### config.mk
export PLATFORM = sky130hd
export DESIGN_NAME = xy_point_scan
export DESIGN_NICKNAME = d
export VERILOG_FILES = /design/src/rtl/xy_point_scan.sv
export SDC_FILE = /design/constraint.sdc
export NUM_CORES = 1
export LEC_CHECK = 0
export ABC_AREA = 1
export CORE_MARGIN = 5
export CORE_UTILIZATION = 30
export CTS_CLUSTER_DIAMETER = 120
export CTS_CLUSTER_SIZE = 40
export DETAILED_ROUTE_END_ITERATION = 6
export SLEW_MARGIN = 20
export SYNTH_ARGS = -nofsm -noshare
export SYNTH_HDL_FRONTEND = slang
export SYNTH_SLANG_ARGS = --single-unit
### constraint.sdc
create_clock -name sysclk -period 2.6 [get_ports sysclk]
set_input_delay 0.78 -clock sysclk [delete_from_list [all_inputs] [get_ports sysclk]]
set_output_delay 0.78 -clock sysclk [all_outputs]
set_load 0.05 [all_outputs]
### src/rtl/xy_point_scan.sv
// Point sequencer for the XY-mode pong scene: one (x, y) DAC coordinate per
// rising edge of the 100 kHz point strobe, cycling ball raster, left paddle, right paddle.
module xy_point_scan #(
    parameter int         BALL_SIZE = 4,
    parameter int         PAD_LEN   = 16,
    parameter logic [7:0] PAD_L_X   = 8'd8,
    parameter logic [7:0] PAD_R_X   = 8'd247
) (
    input  logic       sysclk,
    input  logic       rst_n,
    input  logic       clk_100k,
    input  logic [7:0] ball_x,
    input  logic [7:0] ball_y,
    input  logic [7:0] pad_l_y,
    input  logic [7:0] pad_r_y,
    output logic [7:0] dac_x,
    output logic [7:0] dac_y,
    output logic       blank,
    output logic       frame_done
);

    localparam int BALL_PTS = BALL_SIZE * BALL_SIZE;
    localparam int MAX_PTS  = (BALL_PTS > PAD_LEN) ? BALL_PTS : PAD_LEN;
    localparam int IDX_W    = (MAX_PTS > 1) ? $clog2(MAX_PTS) : 1;

    localparam logic [IDX_W-1:0] BALL_LAST = IDX_W'(BALL_PTS - 1);
    localparam logic [IDX_W-1:0] PAD_LAST  = IDX_W'(PAD_LEN - 1);

    typedef enum logic [1:0] {
        S_BALL,
        S_PADL,
        S_PADR
    } state_t;

    state_t           state, state_nxt;
    logic [IDX_W-1:0] idx, idx_nxt;
    logic             clk_d;
    logic             tick;
    logic             latch;
    logic [7:0]       sh_ball_x, sh_ball_y, sh_pad_l_y, sh_pad_r_y;
    logic [7:0]       eff_ball_x, eff_ball_y;
    logic [IDX_W-1:0] dx, dy;
    logic [7:0]       dac_x_nxt, dac_y_nxt;
    logic             blank_nxt, frame_done_nxt;

    // Sums are widened so an offset past 255 clamps instead of wrapping.
    function automatic logic [7:0] sat_add(input logic [7:0] base, input logic [IDX_W-1:0] off);
        logic [IDX_W+8:0] sum;
        sum = {{(IDX_W + 1){1'b0}}, base} + {9'd0, off};
        return (|sum[IDX_W+8:8]) ? 8'hFF : sum[7:0];
    endfunction

    assign tick  = clk_100k & ~clk_d;
    assign latch = tick && (state == S_BALL) && (idx == '0);

    // The first point of a frame uses the live inputs, the rest use the snapshot.
    assign eff_ball_x = latch ? ball_x : sh_ball_x;
    assign eff_ball_y = latch ? ball_y : sh_ball_y;
    assign dx = IDX_W'(32'(idx) % 32'(BALL_SIZE));
    assign dy = IDX_W'(32'(idx) / 32'(BALL_SIZE));

    always_comb begin
        state_nxt      = state;
        idx_nxt        = idx;
        dac_x_nxt      = dac_x;
        dac_y_nxt      = dac_y;
        blank_nxt      = blank;
        frame_done_nxt = 1'b0;
        if (tick) begin
            blank_nxt = (idx == '0);
            idx_nxt   = idx + 1'b1;
            case (state)
                S_BALL: begin
                    dac_x_nxt = sat_add(eff_ball_x, dx);
                    dac_y_nxt = sat_add(eff_ball_y, dy);
                    if (idx == BALL_LAST) begin
                        state_nxt = S_PADL;
                        idx_nxt   = '0;
                    end
                end
                S_PADL: begin
                    dac_x_nxt = PAD_L_X;
                    dac_y_nxt = sat_add(sh_pad_l_y, idx);
                    if (idx == PAD_LAST) begin
                        state_nxt = S_PADR;
                        idx_nxt   = '0;
                    end
                end
                S_PADR: begin
                    dac_x_nxt = PAD_R_X;
                    dac_y_nxt = sat_add(sh_pad_r_y, idx);
                    if (idx == PAD_LAST) begin
                        state_nxt      = S_BALL;
                        idx_nxt        = '0;
                        frame_done_nxt = 1'b1;
                    end
                end
                default: begin
                    state_nxt = S_BALL;
                    idx_nxt   = '0;
                end
            endcase
        end
    end

    always_ff @(posedge sysclk or negedge rst_n) begin
        if (!rst_n) begin
            state      <= S_BALL;
            idx        <= '0;
            clk_d      <= 1'b0;
            sh_ball_x  <= 8'd0;
            sh_ball_y  <= 8'd0;
            sh_pad_l_y <= 8'd0;
            sh_pad_r_y <= 8'd0;
            dac_x      <= 8'd0;
            dac_y      <= 8'd0;
            blank      <= 1'b1;
            frame_done <= 1'b0;
        end else begin
            state      <= state_nxt;
            idx        <= idx_nxt;
            clk_d      <= clk_100k;
            dac_x      <= dac_x_nxt;
            dac_y      <= dac_y_nxt;
            blank      <= blank_nxt;
            frame_done <= frame_done_nxt;
            if (latch) begin
                sh_ball_x  <= ball_x;
                sh_ball_y  <= ball_y;
                sh_pad_l_y <= pad_l_y;
                sh_pad_r_y <= pad_r_y;
            end
        end
    end

endmodule

==> results by group <==
Floorplan
  • Die ar.: 14400 µm²
  • Row Count: 40
  • Core area: 12000 µm²
  • Ports: 53
  • Die Ht: 120 µm
  • Starting Density: 30.4%
  • Die X: 120 µm

Synth
  • Sequential fraction of the synthesis area: 39.2%
  • Top cell type's share of synthesized area: 38.5%
  • Area leader, netlist: dfrtp_1
  • Syn_nets: 525
  • Synth area leaders: dfrtp_1 38%, nand2_1 14%, ha_1 6.5%
  • Mapped Cells: 467
  • Syn. warnings: 0
  • Yosys reg bits: 57
  • Yosys cell types: 34
  • Syn avg cell area: 7.80 µm²
  • Mapped Area: 3640 µm²

Clocking
  • CTS Root Cell: clkbuf_16
  • Skew-Pair Late Insertion Delay: 0.33 ns
  • CTS Buffer Depth: 2
  • CTS Sinks: 57
  • CTS hold repair buffers: 0
  • Reg clk slew, reported paths: 0.05 ns
  • Max H-tree Level: 3
  • CTS buffer count: 9
  • CTS tree: done

Critical path
  • Worst path max stage delay: 0.80 ns
  • Setup crit end kind: output pin
  • Req. time, crit path: 1.82 ns
  • WP depth: 1
  • Critical path's top delay family: buffers and inverters
  • Slowest cell on the critical path: clkdlybuf4s50_1
  • Critical path data arrival time: 1.65 ns
  • Critical path class: flip-flop to output pin
  • CP Launch Type: flip-flop
  • Reg2Reg Depth: 16
  • Crit-path cells: clkdlybuf4s50_1
  • Worst Path Buf+Inv: 1
  • Critical path peak fanout: 2

GRT
  • Number of antenna violations at the first check in global routing: 0
  • First-pass GRT wire length: 15800 µm
  • Total track usage: 13.8%
  • Number of global-route vias before repair: 3273
  • Largest net degree at the start of global routing: 38
  • Total gr overflow: 0

Pwr
  • P_leak: 2.46 nW
  • Pint: 3.31 mW
  • Power per Cell Area: 1190 nW/µm²
  • Peak VDD IR: 0.433 mV
  • Sequential share of power: 26.4%
  • Overall power: 5.78 mW
  • Comb pwr share: 52.1%
  • Switching share of total power: 42.8%
  • Switching power: 2.47 mW
  • Clock Power Share: 21.5%

Cells and area
  • Final Util: 40.8%
  • Area Overhead vs Synth: 33.9%
  • Share of cells above drive strength 1: 21.1%
  • Total inserted antenna cells: 0
  • # nets final: 612
  • Final non-filler cell total: 706
  • Fin area: 4870 µm²

Place
  • Placed instance area: 4550 µm²
  • Dpl cells: 689
  • Placer Congestion: 0.895
  • Port bufs: 52
  • Dpl hpwl: 7230 µm

Detailed routing
  • WL per Instance: 13.1 µm
  • First-pass iteration count of the detailed router: 4
  • Vias post-DR: 3246
  • Detail Route Antenna Nets: 0
  • Final wirelength: 9280 µm
  • Initial DRC count: 174
  • Post-route DRC violation count: 0
  • Vias per inst: 4.60

Timing
  • Final hold slack: 0.427 ns
  • Period minus WS final: 2.43 ns
  • Worst-Margin Slew: 0.531 ns
  • Max Slew Vio Count: 0
  • Hold Vio Cnt, Final: 0
  • Final period utilization: 93.6%
  • Max Freq: 411 MHz
  • Slew margin rel.: 64.6%
  • Setup Skew: 0.0111 ns
  • # setup viols final: 0

Hold path
  • Worst min-delay path class: input pin to async pin

Flow run
  • Max-Cap Viols: 0

Outcome
  • Outcome: finished clean
[registers in the layout, summed over array words and instances, names as in the netlist]
signal / cells
blank: 1
sh_ball_x: 8
idx: 4
clk_d: 1
sh_pad_r_y: 8
sh_ball_y: 8
state: 2
dac_x: 8
sh_pad_l_y: 8
frame_done: 1
dac_y: 8
[final cells by class]
cell class	count	area, µm²
flip-flops and latches	57	1430
clock inverters	2	35.0
well taps	147	184
clock buffers	14	284
multi-input cells	344	1950
inverters	56	210
fillers	1222	7090
repair buffers	86	782
[stage by stage]
stage	setup TNS [ns]	setup slack [ns]
2_1_floorplan	-0.0197	-0.0197
3_3_place_gp	-4.57	-0.329
3_5_place_dp	-5.61	-0.399
4_1_cts	0	0.140
5_1_grt	-0.000564	-0.000564
6_report	0	0.167
[repair_timing]
action | CTS | global route
setup buffers | 0 | 1
pin swaps | 0 | 1
gates resized for setup | 1 | 3
endpoints found under the setup margin | 11 | 9
[Yosys cell counts, drive strengths merged]
library cell	count
a21boi	7
a21o	1
a21oi	18
a2bb2oi	2
buf	5
clkbuf	5
dfrtp	56
dfstp	1
fa	4
ha	19
inv	56
nand2	158
nand3	34
nand4	1
nor2	34
nor3	1
o211ai	1
o21ai	43
o21bai	1
o22ai	1
o32ai	1
or2	13
xnor2	1
xor2	4
[layout by cell type (no fill, tap or decap), types with 8 or more instances in the layout]
cell / Yosys / final
nand3_1: 33 / 32
buf_4: 0 / 33
clkbuf_16: 0 / 9
dfrtp_1: 56 / 55
o21ai_0: 27 / 27
or2_2: 13 / 13
clkdlybuf4s50_1: 0 / 50
a21oi_1: 18 / 18
ha_1: 19 / 17
inv_1: 51 / 48
o21ai_1: 8 / 8
inv_2: 5 / 8
o21ai_2: 8 / 8
nor2_1: 24 / 24
nand2_2: 15 / 15
nand2_1: 137 / 137
[kinds of logic after synthesis]
kind of cell               synth area share [%]
DFF                                        39.2
buffers and inverters                      7.77
and+or+nand+nor                            30.9
adders and majority gates                  8.73
xor gates and xnor gates                   1.20
AOI/OAI and AO/OA                          12.2
[routing by layer]
metal | wire length [µm] | up-vias | part of all wire [%] | global-route usage, %
li1 | - | 1669 | - | -
met1 | 4280 | 1496 | 46 | 17.4
met2 | 4360 | 62 | 47 | 22.5
met3 | 446 | 19 | 4.8 | 4.01
met4 | 191 | 0 | 2.1 | 5.01
met5 | 0 | - | 0 | 0
[power groups by stage]
stage               sequential [mW]  combinational [mW]  clock (mW)
floorplan                      1.97                1.58           0
global placement               1.54                2.97           0
detailed placement             1.54                3.03           0
CTS                            1.53                3.05        1.27
global route                   1.58                3.35        1.32
finish                         1.53                3.01        1.24
[final timing paths]
path | start | end | slack, ns
setup / recovery | blank | blank | 0.17
hold / removal | rst_n | sh_pad_l_y[3] | 0.43
setup reg to reg | state[0] | dac_y[7] | 0.23
hold reg to reg | sh_ball_y[0] | sh_ball_y[0] | 0.48
max in group asynchronous | rst_n | blank | 1.52
min in group sysclk | sh_ball_y[0] | sh_ball_y[0] | 0.48
Note: power is estimated with default switching activity, not from simulation.
